$ cat src/rtl/wb_pipe_master_if.sv
// Request/response port plus Wishbone B4 pipelined bus signals for wb_pipe_master.
// The master modport is the initiator side; the slave modport is the environment (requester + Wishbone slave).
interface wb_pipe_if #(
    parameter int AW = 24,
    parameter int DW = 16
);
    logic              req_valid;
    logic              req_ready;
    logic              req_write;
    logic [AW-1:0]     req_addr;
    logic [DW-1:0]     req_wdata;
    logic [DW/8-1:0]   req_byteenable;
    logic              rsp_valid;
    logic              rsp_write;
    logic [DW-1:0]     rsp_rdata;
    logic              rsp_err;
    logic              wb_cyc_o;
    logic              wb_stb_o;
    logic              wb_we_o;
    logic [AW-1:0]     wb_adr_o;
    logic [DW-1:0]     wb_dat_o;
    logic [DW/8-1:0]   wb_sel_o;
    logic [DW-1:0]     wb_dat_i;
    logic              wb_ack_i;
    logic              wb_stall_i;

    modport master (
        input  req_valid, req_write, req_addr, req_wdata, req_byteenable,
        input  wb_dat_i, wb_ack_i, wb_stall_i,
        output req_ready, rsp_valid, rsp_write, rsp_rdata, rsp_err,
        output wb_cyc_o, wb_stb_o, wb_we_o, wb_adr_o, wb_dat_o, wb_sel_o
    );

    modport slave (
        output req_valid, req_write, req_addr, req_wdata, req_byteenable,
        output wb_dat_i, wb_ack_i, wb_stall_i,
        input  req_ready, rsp_valid, rsp_write, rsp_rdata, rsp_err,
        input  wb_cyc_o, wb_stb_o, wb_we_o, wb_adr_o, wb_dat_o, wb_sel_o
    );
endinterface

$ cat src/rtl/wb_pipe_master.sv
// Wishbone B4 pipelined master: valid/ready requests become STB beats, one response per counted ACK.
// Define WB_TIMEOUT_EN to build the ACK watchdog that aborts the cycle after TIMEOUT idle cycles.
module wb_pipe_master #(
    parameter int AW              = 24,
    parameter int DW              = 16,
    parameter int MAX_OUTSTANDING = 4,
    parameter int TIMEOUT         = 255
) (
    input  logic     clk,
    input  logic     rst_n,
    wb_pipe_if.master bus
);
    localparam int CW = $clog2(MAX_OUTSTANDING + 1);

    if (AW < 1 || DW < 8 || (DW % 8) != 0 || MAX_OUTSTANDING < 1 || TIMEOUT < 1) begin : g_param_check
        $error("wb_pipe_master: illegal parameter combination");
    end

    logic [CW-1:0] outstanding;
    logic [CW-1:0] outstanding_nx;
    logic          stb_nx;
    logic          issue;
    logic          ack_cnt;
    logic          accept;
    logic          dir_ok;
    logic          room_ok;
    logic          abort;
    logic          rdy_en;

    assign issue   = bus.wb_stb_o & ~bus.wb_stall_i;
    assign ack_cnt = bus.wb_ack_i & (outstanding != '0) & ~abort;
    assign dir_ok  = ((outstanding == '0) & ~bus.wb_stb_o) | (bus.req_write == bus.wb_we_o);
    assign room_ok = (({1'b0, outstanding} + (CW+1)'(bus.wb_stb_o)) < (CW+1)'(MAX_OUTSTANDING));

    // Same-cycle ACKs deliberately do not free a slot; rdy_en keeps ready low while in reset.
    assign bus.req_ready = rdy_en & (~bus.wb_stb_o | ~bus.wb_stall_i) & room_ok & dir_ok & ~abort;
    assign accept        = bus.req_valid & bus.req_ready;

`ifdef WB_TIMEOUT_EN
    localparam int TW = $clog2(TIMEOUT + 1);

    logic [TW-1:0] wd_cnt;

    assign abort = (wd_cnt == TW'(TIMEOUT)) & (outstanding != '0);

    always_ff @(posedge clk or negedge rst_n) begin
        if (!rst_n) begin
            wd_cnt      <= '0;
            bus.rsp_err <= 1'b0;
        end else begin
            bus.rsp_err <= abort;
            if (abort || bus.wb_ack_i || outstanding == '0)
                wd_cnt <= '0;
            else
                wd_cnt <= wd_cnt + TW'(1);
        end
    end
`else
    assign abort       = 1'b0;
    assign bus.rsp_err = 1'b0;
`endif

    always_comb begin
        outstanding_nx = outstanding;
        stb_nx         = bus.wb_stb_o;
        if (abort) begin
            outstanding_nx = '0;
            stb_nx         = 1'b0;
        end else begin
            if (issue && !ack_cnt)
                outstanding_nx = outstanding + CW'(1);
            else if (!issue && ack_cnt)
                outstanding_nx = outstanding - CW'(1);
            if (accept)
                stb_nx = 1'b1;
            else if (issue)
                stb_nx = 1'b0;
        end
    end

    always_ff @(posedge clk or negedge rst_n) begin
        if (!rst_n) begin
            rdy_en        <= 1'b0;
            outstanding   <= '0;
            bus.wb_cyc_o  <= 1'b0;
            bus.wb_stb_o  <= 1'b0;
            bus.wb_we_o   <= 1'b0;
            bus.wb_adr_o  <= '0;
            bus.wb_dat_o  <= '0;
            bus.wb_sel_o  <= '0;
            bus.rsp_valid <= 1'b0;
            bus.rsp_write <= 1'b0;
            bus.rsp_rdata <= '0;
        end else begin
            rdy_en       <= 1'b1;
            outstanding  <= outstanding_nx;
            bus.wb_stb_o <= stb_nx;
            bus.wb_cyc_o <= stb_nx | (outstanding_nx != '0);
            // Payload only moves on accept, so it holds through any stall.
            if (accept) begin
                bus.wb_we_o  <= bus.req_write;
                bus.wb_adr_o <= bus.req_addr;
                bus.wb_dat_o <= bus.req_wdata;
                bus.wb_sel_o <= bus.req_byteenable;
            end
            bus.rsp_valid <= ack_cnt | abort;
            bus.rsp_write <= bus.wb_we_o;
            bus.rsp_rdata <= (ack_cnt && !bus.wb_we_o) ? bus.wb_dat_i : '0;
        end
    end
endmodule

$ cat src/flat_wrapper.sv
// flat-port wrapper written by rule: the top's interface ports become plain ports
module wb_pipe_master_flat 
#(
    parameter int AW              = 24,
    parameter int DW              = 16,
    parameter int MAX_OUTSTANDING = 4,
    parameter int TIMEOUT         = 255
)
  (clk, rst_n, bus_req_valid, bus_req_write, bus_req_addr, bus_req_wdata, bus_req_byteenable, bus_wb_dat_i, bus_wb_ack_i, bus_wb_stall_i, bus_req_ready, bus_rsp_valid, bus_rsp_write, bus_rsp_rdata, bus_rsp_err, bus_wb_cyc_o, bus_wb_stb_o, bus_wb_we_o, bus_wb_adr_o, bus_wb_dat_o, bus_wb_sel_o);
  wb_pipe_if #(.AW(AW), .DW(DW)) bus_i ();
  input  logic clk;
  input  logic rst_n;
  input wire logic [$bits(bus_i.req_valid)-1:0] bus_req_valid;
  input wire logic [$bits(bus_i.req_write)-1:0] bus_req_write;
  input wire logic [$bits(bus_i.req_addr)-1:0] bus_req_addr;
  input wire logic [$bits(bus_i.req_wdata)-1:0] bus_req_wdata;
  input wire logic [$bits(bus_i.req_byteenable)-1:0] bus_req_byteenable;
  input wire logic [$bits(bus_i.wb_dat_i)-1:0] bus_wb_dat_i;
  input wire logic [$bits(bus_i.wb_ack_i)-1:0] bus_wb_ack_i;
  input wire logic [$bits(bus_i.wb_stall_i)-1:0] bus_wb_stall_i;
  output wire logic [$bits(bus_i.req_ready)-1:0] bus_req_ready;
  output wire logic [$bits(bus_i.rsp_valid)-1:0] bus_rsp_valid;
  output wire logic [$bits(bus_i.rsp_write)-1:0] bus_rsp_write;
  output wire logic [$bits(bus_i.rsp_rdata)-1:0] bus_rsp_rdata;
  output wire logic [$bits(bus_i.rsp_err)-1:0] bus_rsp_err;
  output wire logic [$bits(bus_i.wb_cyc_o)-1:0] bus_wb_cyc_o;
  output wire logic [$bits(bus_i.wb_stb_o)-1:0] bus_wb_stb_o;
  output wire logic [$bits(bus_i.wb_we_o)-1:0] bus_wb_we_o;
  output wire logic [$bits(bus_i.wb_adr_o)-1:0] bus_wb_adr_o;
  output wire logic [$bits(bus_i.wb_dat_o)-1:0] bus_wb_dat_o;
  output wire logic [$bits(bus_i.wb_sel_o)-1:0] bus_wb_sel_o;
  assign bus_i.req_valid = bus_req_valid;
  assign bus_i.req_write = bus_req_write;
  assign bus_i.req_addr = bus_req_addr;
  assign bus_i.req_wdata = bus_req_wdata;
  assign bus_i.req_byteenable = bus_req_byteenable;
  assign bus_i.wb_dat_i = bus_wb_dat_i;
  assign bus_i.wb_ack_i = bus_wb_ack_i;
  assign bus_i.wb_stall_i = bus_wb_stall_i;
  assign bus_req_ready = bus_i.req_ready;
  assign bus_rsp_valid = bus_i.rsp_valid;
  assign bus_rsp_write = bus_i.rsp_write;
  assign bus_rsp_rdata = bus_i.rsp_rdata;
  assign bus_rsp_err = bus_i.rsp_err;
  assign bus_wb_cyc_o = bus_i.wb_cyc_o;
  assign bus_wb_stb_o = bus_i.wb_stb_o;
  assign bus_wb_we_o = bus_i.wb_we_o;
  assign bus_wb_adr_o = bus_i.wb_adr_o;
  assign bus_wb_dat_o = bus_i.wb_dat_o;
  assign bus_wb_sel_o = bus_i.wb_sel_o;
  wb_pipe_master #(.AW(AW), .DW(DW), .MAX_OUTSTANDING(MAX_OUTSTANDING), .TIMEOUT(TIMEOUT)) u_core (.clk(clk), .rst_n(rst_n), .bus(bus_i));
endmodule
$ cat config.mk
export PLATFORM = sky130hd
export DESIGN_NAME = wb_pipe_master_flat
export DESIGN_NICKNAME = d
export VERILOG_FILES = /design/src/rtl/wb_pipe_master_if.sv /design/src/rtl/wb_pipe_master.sv /design/src/flat_wrapper.sv
export SDC_FILE = /design/constraint.sdc
export NUM_CORES = 1
export LEC_CHECK = 0
export CORE_UTILIZATION = 39
export DETAILED_ROUTE_END_ITERATION = 8
export PLACE_DENSITY = 0.83
export SLEW_MARGIN = 25
export SYNTH_ARGS = -nofsm -noshare
export SYNTH_HDL_FRONTEND = slang
export SYNTH_SLANG_ARGS = --single-unit
$ cat constraint.sdc
create_clock -name clk -period 2.6 [get_ports clk]
set_input_delay 0.26 -clock clk [delete_from_list [all_inputs] [get_ports clk]]
set_output_delay 0.26 -clock clk [all_outputs]
set_load 0.1 [all_outputs]
# Word-level counts from Yosys, hierarchy flattened
# Cells that the tools add are included.
dict set report op_classes {
  n_mux 5
  addsub 3
  n_bitwise 12
  n_eq_ne 1
  reduce_logical 9
  magnitude_cmp 1
}
# cell n
set op_table {}
lappend op_table {{$mux 16} 1}
lappend op_table {{$and 1x1->1} 7}
lappend op_table {{$mux 3} 2}
lappend op_table {{$reduce_bool 3->1} 2}
lappend op_table {{$add 3x1->4} 1}
lappend op_table {{$lt 4x3->1 const B} 1}
lappend op_table {{$add 3x1->3 const B} 1}
lappend op_table {{$logic_and 1x1->1} 3}
lappend op_table {{$logic_not 1->1} 3}
lappend op_table {{$logic_not 3->1} 1}
lappend op_table {{$or 1x1->1} 3}
lappend op_table {{$sub 3x1->3 const B} 1}
lappend op_table {{$mux 1} 2}
lappend op_table {{$not 1->1} 2}
lappend op_table {{$eq 1x1->1} 1}
dict set report word_totals {
  regBits 67
  elab_cells 42
  output_inout_bits 65
  input_bits 64
}

# Longest topological paths before layout
dict set report logic_depth {
  word_depth 8
  ltp_mapped 7
  ltp_nobuf 7
}

# Least setup slack after synthesis
# Ideal clock, no wire load.
dict set report synth_timing {
  path_kind {register -> output}
  startpoint {register u_core.bus.wb_we_o}
  endpoint {output bus_req_ready}
  slack_ps 320
  arrival_ps 2020
  n_path_buf 0
  stages_incl_launch_ff 4
  path_cell_list {dfrtp_1 xor2_1 o21ai_0 and2_1}
}
dict set report synth_between {
  elab_chain_cells 3
}
# element line_no
set synth_lines {}
lappend synth_lines {{start: declaration} wb_pipe_master_if.sv:31} ;# output wb_cyc_o, wb_stb_o, wb_we_o, wb_adr_o, wb_dat_o, wb_sel_o
lappend synth_lines {{start signal: assignment} wb_pipe_master.sv:101} ;# bus.wb_we_o <= bus.req_write;
lappend synth_lines {{$eq 1x1->1} wb_pipe_master.sv:32} ;# assign dir_ok = ((outstanding == '0) & ~bus.wb_stb_o) | (bus.req_write == bus.wb_we_o);
lappend synth_lines {{$or 1x1->1} wb_pipe_master.sv:32}
lappend synth_lines {{$and 1x1->1} wb_pipe_master.sv:36} ;# assign bus.req_ready = rdy_en & (~bus.wb_stb_o | ~bus.wb_stall_i) & room_ok & dir_ok & ~abort;
lappend synth_lines {{end: declaration} flat_wrapper.sv:21} ;# output wire logic [$bits(bus_i.req_ready)-1:0] bus_req_ready;
# Every way passes these cells.

# Final worst setup path
dict set report layout_timing {
  startpoint {register u_core.outstanding[0]}
  endpoint {output bus_req_ready}
}
dict set report layout_between {
  elab_chain_cells 4
  elab_cells_between_ends 7
}
# element line_no
set layout_lines {}
lappend layout_lines {{start: declaration} wb_pipe_master.sv:19} ;# logic [CW-1:0] outstanding;
lappend layout_lines {{start signal: assignment} wb_pipe_master.sv:96} ;# outstanding <= outstanding_nx;
lappend layout_lines {{$add 3x1->4 / $logic_not 3->1 (equally long branches)} {wb_pipe_master.sv:33, wb_pipe_master.sv:32}}
lappend layout_lines {{$lt 4x3->1 / $and 1x1->1 (equally long branches)} {wb_pipe_master.sv:33, wb_pipe_master.sv:32}}
lappend layout_lines {{$and 1x1->1 / $or 1x1->1 (equally long branches)} {wb_pipe_master.sv:36, wb_pipe_master.sv:32}}
lappend layout_lines {{$and 1x1->1 *} wb_pipe_master.sv:36}
# Every way passes the cells marked *; elsewhere a longest branch is shown, timed or not.

==> summary.txt <==
Run status
  • Outcome: finished with violations
  • Failing checks: hold timing

Critical path
  • CP top delay family: buffers and inverters
  • Critical path arrival: roughly 1.8 ns
  • Startpoint Class: flop
  • CP Max Fanout: 3
  • Slowest stage delay, CP: roughly 0.41 ns
  • Crit-path slowest cell: dfrtp_1
  • Worst path cell trace: inv_1 > ha_1 > inv_2 > o21ai_0 > and2_1 > buf_4
  • Reg2Reg Setup Slack: between 0.5 and 0.6 ns
  • Reg-to-Reg Start: u_core.outstanding[0]
  • Register-to-Register Path Depth: 7
  • Critical R2R Capture: u_core.bus.wb_cyc_o
  • Worst Setup End Kind: output port
  • Worst Path Class, Setup: flop to output port
  • Buf/Inv on CP: 3
  • Critical Path RT: 2.34 ns

Synth
  • Cells after synthesis: 162
  • Synthesized area: around 2500 sq um
  • Async SR Flop Fraction: 100%
  • Synth Register Bits: 67
  • Ranking of synthesized cells by area: dfrtp_1 66%, mux2_2 14%, mux2_1 5.4%
  • Syn nets: ~230
  • EDFF count, synth: 0
  • Post-synth top cells: 67 x dfrtp_1, 31 x mux2_2, 17 x and2_1, 12 x mux2_1, 4 x buf_2
  • Syn Area/Cell: about 16 sq um
  • Sequential fraction of the synthesis area: about 66%
  • Yosys top cell area share: approximately two thirds
  • Predominant post-synthesis flop cell: dfrtp_1
  • Cell variety after synth: 26
  • Most frequent cell after synthesis: dfrtp_1
  • Ys Warns: 0
  • Largest area contributor in the netlist: dfrtp_1

Timing
  • Slew HR: about half
  • Final slew viol count: 0
  • Fmax: between 400 and 500 MHz
  • Setup violations, final: 0
  • Setup TNS: 0 ns
  • Final Skew: between 0.01 and 0.015 ns
  • RSZ-0062 raised after global routing: no
  • Worst-margin pin slew: roughly 0.74 ns
  • Final period util: approximately 80%
  • Final Hold Viols: 4
  • Clock period minus worst slack: a little over 2 ns
  • Setup WS post-layout: approximately 0.53 ns
  • Worst hold slack: -0.0124 ns

Layout
  • Synthesis-to-finish area growth: 54.7%
  • Ratio of cells with drive above 1 in the final layout: between 30% and 40%
  • Final #Nets: 364
  • # diodes: 0

Clocking
  • Clock sinks: between 60 and 70
  • # H-tree levels: 3
  • # hold bufs at CTS: 0
  • Clock Path Buffers: 2
  • Inserted Clock Buffers: 9
  • Skew-Pair Late Insertion Delay: between 0.3 and 0.4 ns
  • Post-cts sizing count: 0
  • Clock transition at path regs: around 0.080 ns
  • Root Buffer: clkbuf_8
  • Setup bufs post-CTS: 0
  • TritonCTS clock tree: done

Floorplan
  • Die Y-Extent: a little over 80 microns
  • Die ar.: around 6800 sq um
  • Ports: approximately 130
  • Die Wd: 82.5 microns
  • Core Box Area: ~6100 sq um
  • Initial Utilization: about two fifths
  • Site Rows: 28

Run
  • Max_cap viols: 0

Detailed routing
  • Drt initial violations: 30
  • Number of antenna-violating nets in the routed design: 0
  • DR WL/cell: about 13 microns
  • Final wirelength: just over 5 mm
  • Drt via density: 4.53
  • Drt first pass iters: 3
  • DRC violations left: 0
  • Vias: 1708

Global routing
  • Remaining global-route overflow: 0
  • Global-route wire length before repair: 7.78 mm
  • Initial antenna violation count: 0
  • Total track usage: between 10% and 20%
  • Largest net degree at the start of global routing: 36
  • Vias in the first global route: approximately 1700

Place
  • Setup WS pre-CTS: approximately 0.57 ns
  • Input/output buffers: between 100 and 150
  • DP HPWL: around 4 mm
  • Final GP Congestion: a little under 0.8

Min path
  • HP Class: input port to async pin
==> placed cells by master, fill, tap and decap left out, drive strengths merged <==
master / n
mux2i: 3
clkdlybuf4s50: 62
buf: 68
and2: 17
nor2: 1
clkinv: 4
o21ai: 2
dfrtp: 67
nand3: 2
ha: 3
inv: 5
nand2b: 1
nand2: 3
clkbuf: 10
xor2: 3
and4b: 1
conb: 2
xnor2: 1
nand3b: 1
clkinvlp: 1
mux2: 44
or4: 1
==> kinds of logic after synthesis <==
kind of cell | synth area share (%)
compound gates | 0.842
xor+xnor | 1.39
fa+ha+maj | 1.49
buf+inv | 1.83
flops | 66.4
mux | 21.1
other cells | 0.297
simple gates | 6.64
==> worst max path at each step <==
stage | startpoint | to | slack [ns] | cells past startpoint
global placement | bus_req_write | u_core.bus.wb_cyc_o | 0.61 | 7
floorplan | u_core.bus.wb_we_o | bus_req_ready | 0.32 | 3
global route | u_core.outstanding[0] | bus_req_ready | 0.42 | 6
CTS | u_core.outstanding[0] | bus_req_ready | 0.50 | 6
detailed placement | bus_req_write | u_core.bus.wb_cyc_o | 0.57 | 7
finish | u_core.outstanding[0] | bus_req_ready | 0.53 | 6
==> worst reg2reg max path, delay by kind of cell (launching register included) <==
kind	cells	cell delay, ns
fa+ha+maj	1	0.18
simple gates	1	0.52
buf+inv	2	0.18
flops	1	0.41
compound gates	1	0.25
mux	2	0.38
==> layer usage <==
| layer | up-vias | share of wire [%] | global-route usage (%) |
|---|---|---|---|
| li1 | 807 | - | - |
| met1 | 821 | 39 | 17.5 |
| met2 | 74 | 50 | 26.9 |
| met3 | 6 | 9.7 | 6.26 |
| met4 | 0 | 0.79 | 6.84 |
| met5 | - | 0 | 0 |
==> area by class of cell <==
class | count | area [sq um]
clock buffer | 10 | 138
clock inverter | 6 | 40.0
fill | 487 | 2190
inverter | 4 | 15.0
multi-input combinational | 85 | 802
sequential | 67 | 1680
tap | 75 | 93.8
timing repair buffer | 130 | 1140
==> registers in the layout, summed over array words and instances, names as in the netlist <==
name                  count
u_core.bus.wb_adr_o      24
u_core.bus.rsp_rdata     16
u_core.bus.wb_dat_o      16
u_core.outstanding        3
u_core.bus.wb_sel_o       2
u_core.bus.rsp_valid      1
u_core.bus.rsp_write      1
u_core.bus.wb_cyc_o       1
u_core.bus.wb_stb_o       1
u_core.bus.wb_we_o        1
u_core.rdy_en             1
==> per-stage QoR <==
stage	cell area (sq um)	cells	util (%)
2_1_floorplan	2520	162	-
3_3_place_gp	3730	361	61.2
3_5_place_dp	3730	361	61.2
4_1_cts	3910	377	64.1
5_1_grt	3910	377	64.1
6_report	3910	377	64.1
Power is not shown: default switching activity piles up to over one toggle a cycle in this logic, so the estimate is an artifact.
==> variant: new RTL, same settings <==
The option `WB_TIMEOUT_EN` is turned on by a define.
--- a/src/rtl/wb_pipe_master.sv
+++ b/src/rtl/wb_pipe_master.sv
@@ -1,5 +1,7 @@
 // Wishbone B4 pipelined master: valid/ready requests become STB beats, one response per counted ACK.
 // Define WB_TIMEOUT_EN to build the ACK watchdog that aborts the cycle after TIMEOUT idle cycles.
+`define WB_TIMEOUT_EN
+
 module wb_pipe_master #(
     parameter int AW              = 24,
     parameter int DW              = 16,
Check against the original RTL: same outputs for any inputs over 10 cycles, from zero or initial values and one cycle with rst_n low; that may be too few to reach the edited logic, so the function may still have changed.
==> variant against the unedited design <==
  * First-iteration DRC count up 3.3%
  * Sequential cell count grew 9
  * Synthesized cell count is 30% higher
  * Cell area rose by 18%
  * Synthesized area increased by 24%
  * Cell count grew 20%
  * Worst setup slack worse by 0.28 ns
  * Wire length is 34% higher
  * Critical path type unchanged
  * Critical endpoint unchanged
  * Highest routed layer unchanged
Power is left out: the tool's default activity adds up to more than one toggle a clock period on the data nets, which glitch-free logic cannot reach.
==> variant: results (changes against the unedited design) <==
stage,metric,value,unit,change
status,outcome,completed,,was finished with violations
routing,wl_met2,3340,µm,was 2570 µm
hold_path,hold_class,input port to register,,was input port to asynchronous set/reset pin
placement,placed_cells,437,,was 361
critical_path,crit_start,u_core.outstanding[1],,was u_core.outstanding[0]
yosys,syn_nets,278,,was 229
placement,place_hpwl,4810,µm,was 3930 µm
critical_path,path_delay_family,simple AND/OR/NAND/NOR gates,,was buffers and inverters
yosys,yosysUniqueCellTypes,30,,was 26
yosys,synth_compound_area_share,1.99,%,was 0.842%
yosys,synthXorXnorAreaFrac,2.79,%,was 1.39%
finish,fin_cells,453,,was 377
routing,wl_met3,391,µm,was 494 µm
placement,dpl_cell_area,0.00438,mm²,was 0.00373 mm²
routing,met1_length,2930,µm,was 1980 µm
placement,io_buffers,128,,was 127
global_route,globalRouteMet2Util,27.4,%,was 26.9%
global_route,grtUsageMet1,21.6,%,was 17.5%
sta,finalHoldWorstSlack,0.463,ns,was -0.0124 ns
global_route,grt_pass1_wl,10900,µm,was 7780 µm
global_route,grt_use_total,17.0,%,was 15.8%
routing,first_pass_iters,4,,was 3
critical_path,rr_worst_depth,8,,was 7
finish,layout.nets,415,,was 364
placement,pre_cts_ws,0.313,ns,was 0.567 ns
placement,gp_congestion,0.834,,was 0.790
routing,drt_iter0_markers,31,,was 30
routing,routed_wl,6830,µm,was 5090 µm
global_route,first_global_vias,2214,,was 1733
global_route,met3_usage,3.90,%,was 6.26%
yosys,synthAdderAreaFrac,1.91,%,was 1.49%
yosys,ys_top_cells_by_area,"dfrtp_1 61%, mux2_4 19%, and2_1 3.2%, xnor2_1 2.0%, nor2_1 1.8%",,"was dfrtp_1 66%, mux2_2 14%, mux2_1 5.4%, and2_1 4.2%, ha_1 1.5%"
sta,relSlewSlack,47.6,%,was 50.9%
yosys,ys_seq_area_share,60.6,%,was 66.4%
variant: cell types whose count changed after synthesis, moves of 6 or more:
cell	unedited run	this run
xnor2_1	1	7
dfrtp_1	67	76
mux2_2	31	3
nor2_1	1	15
mux2_4	1	40
mux2_1	12	0
variant: cells by family (layout without fill, tap and decap cells):
family                     after synthesis  count (layout)
adders and majority gates                5               5
muxes                                   45              45
buffers and inverters                    9             150
and+or+nand+nor                         54              54
other                                    1               1
DFF                                     76              76
xor gates and xnor gates                10              10
AOI/OAI and AO/OA                       10              10
variant: layout make-up:
| cell class | instances | area (µm²) | share of cell area (%) |
|---|---|---|---|
| tap | 102 | 128 | 2.78 |
| clock inverter | 5 | 77.6 | 1.69 |
| multi-input combinational | 125 | 1180 | 25.6 |
| clock buffer | 10 | 128 | 2.78 |
| timing repair buffer | 131 | 1170 | 25.5 |
| inverter | 4 | 15.0 | 0.327 |
| sequential | 76 | 1900 | 41.4 |
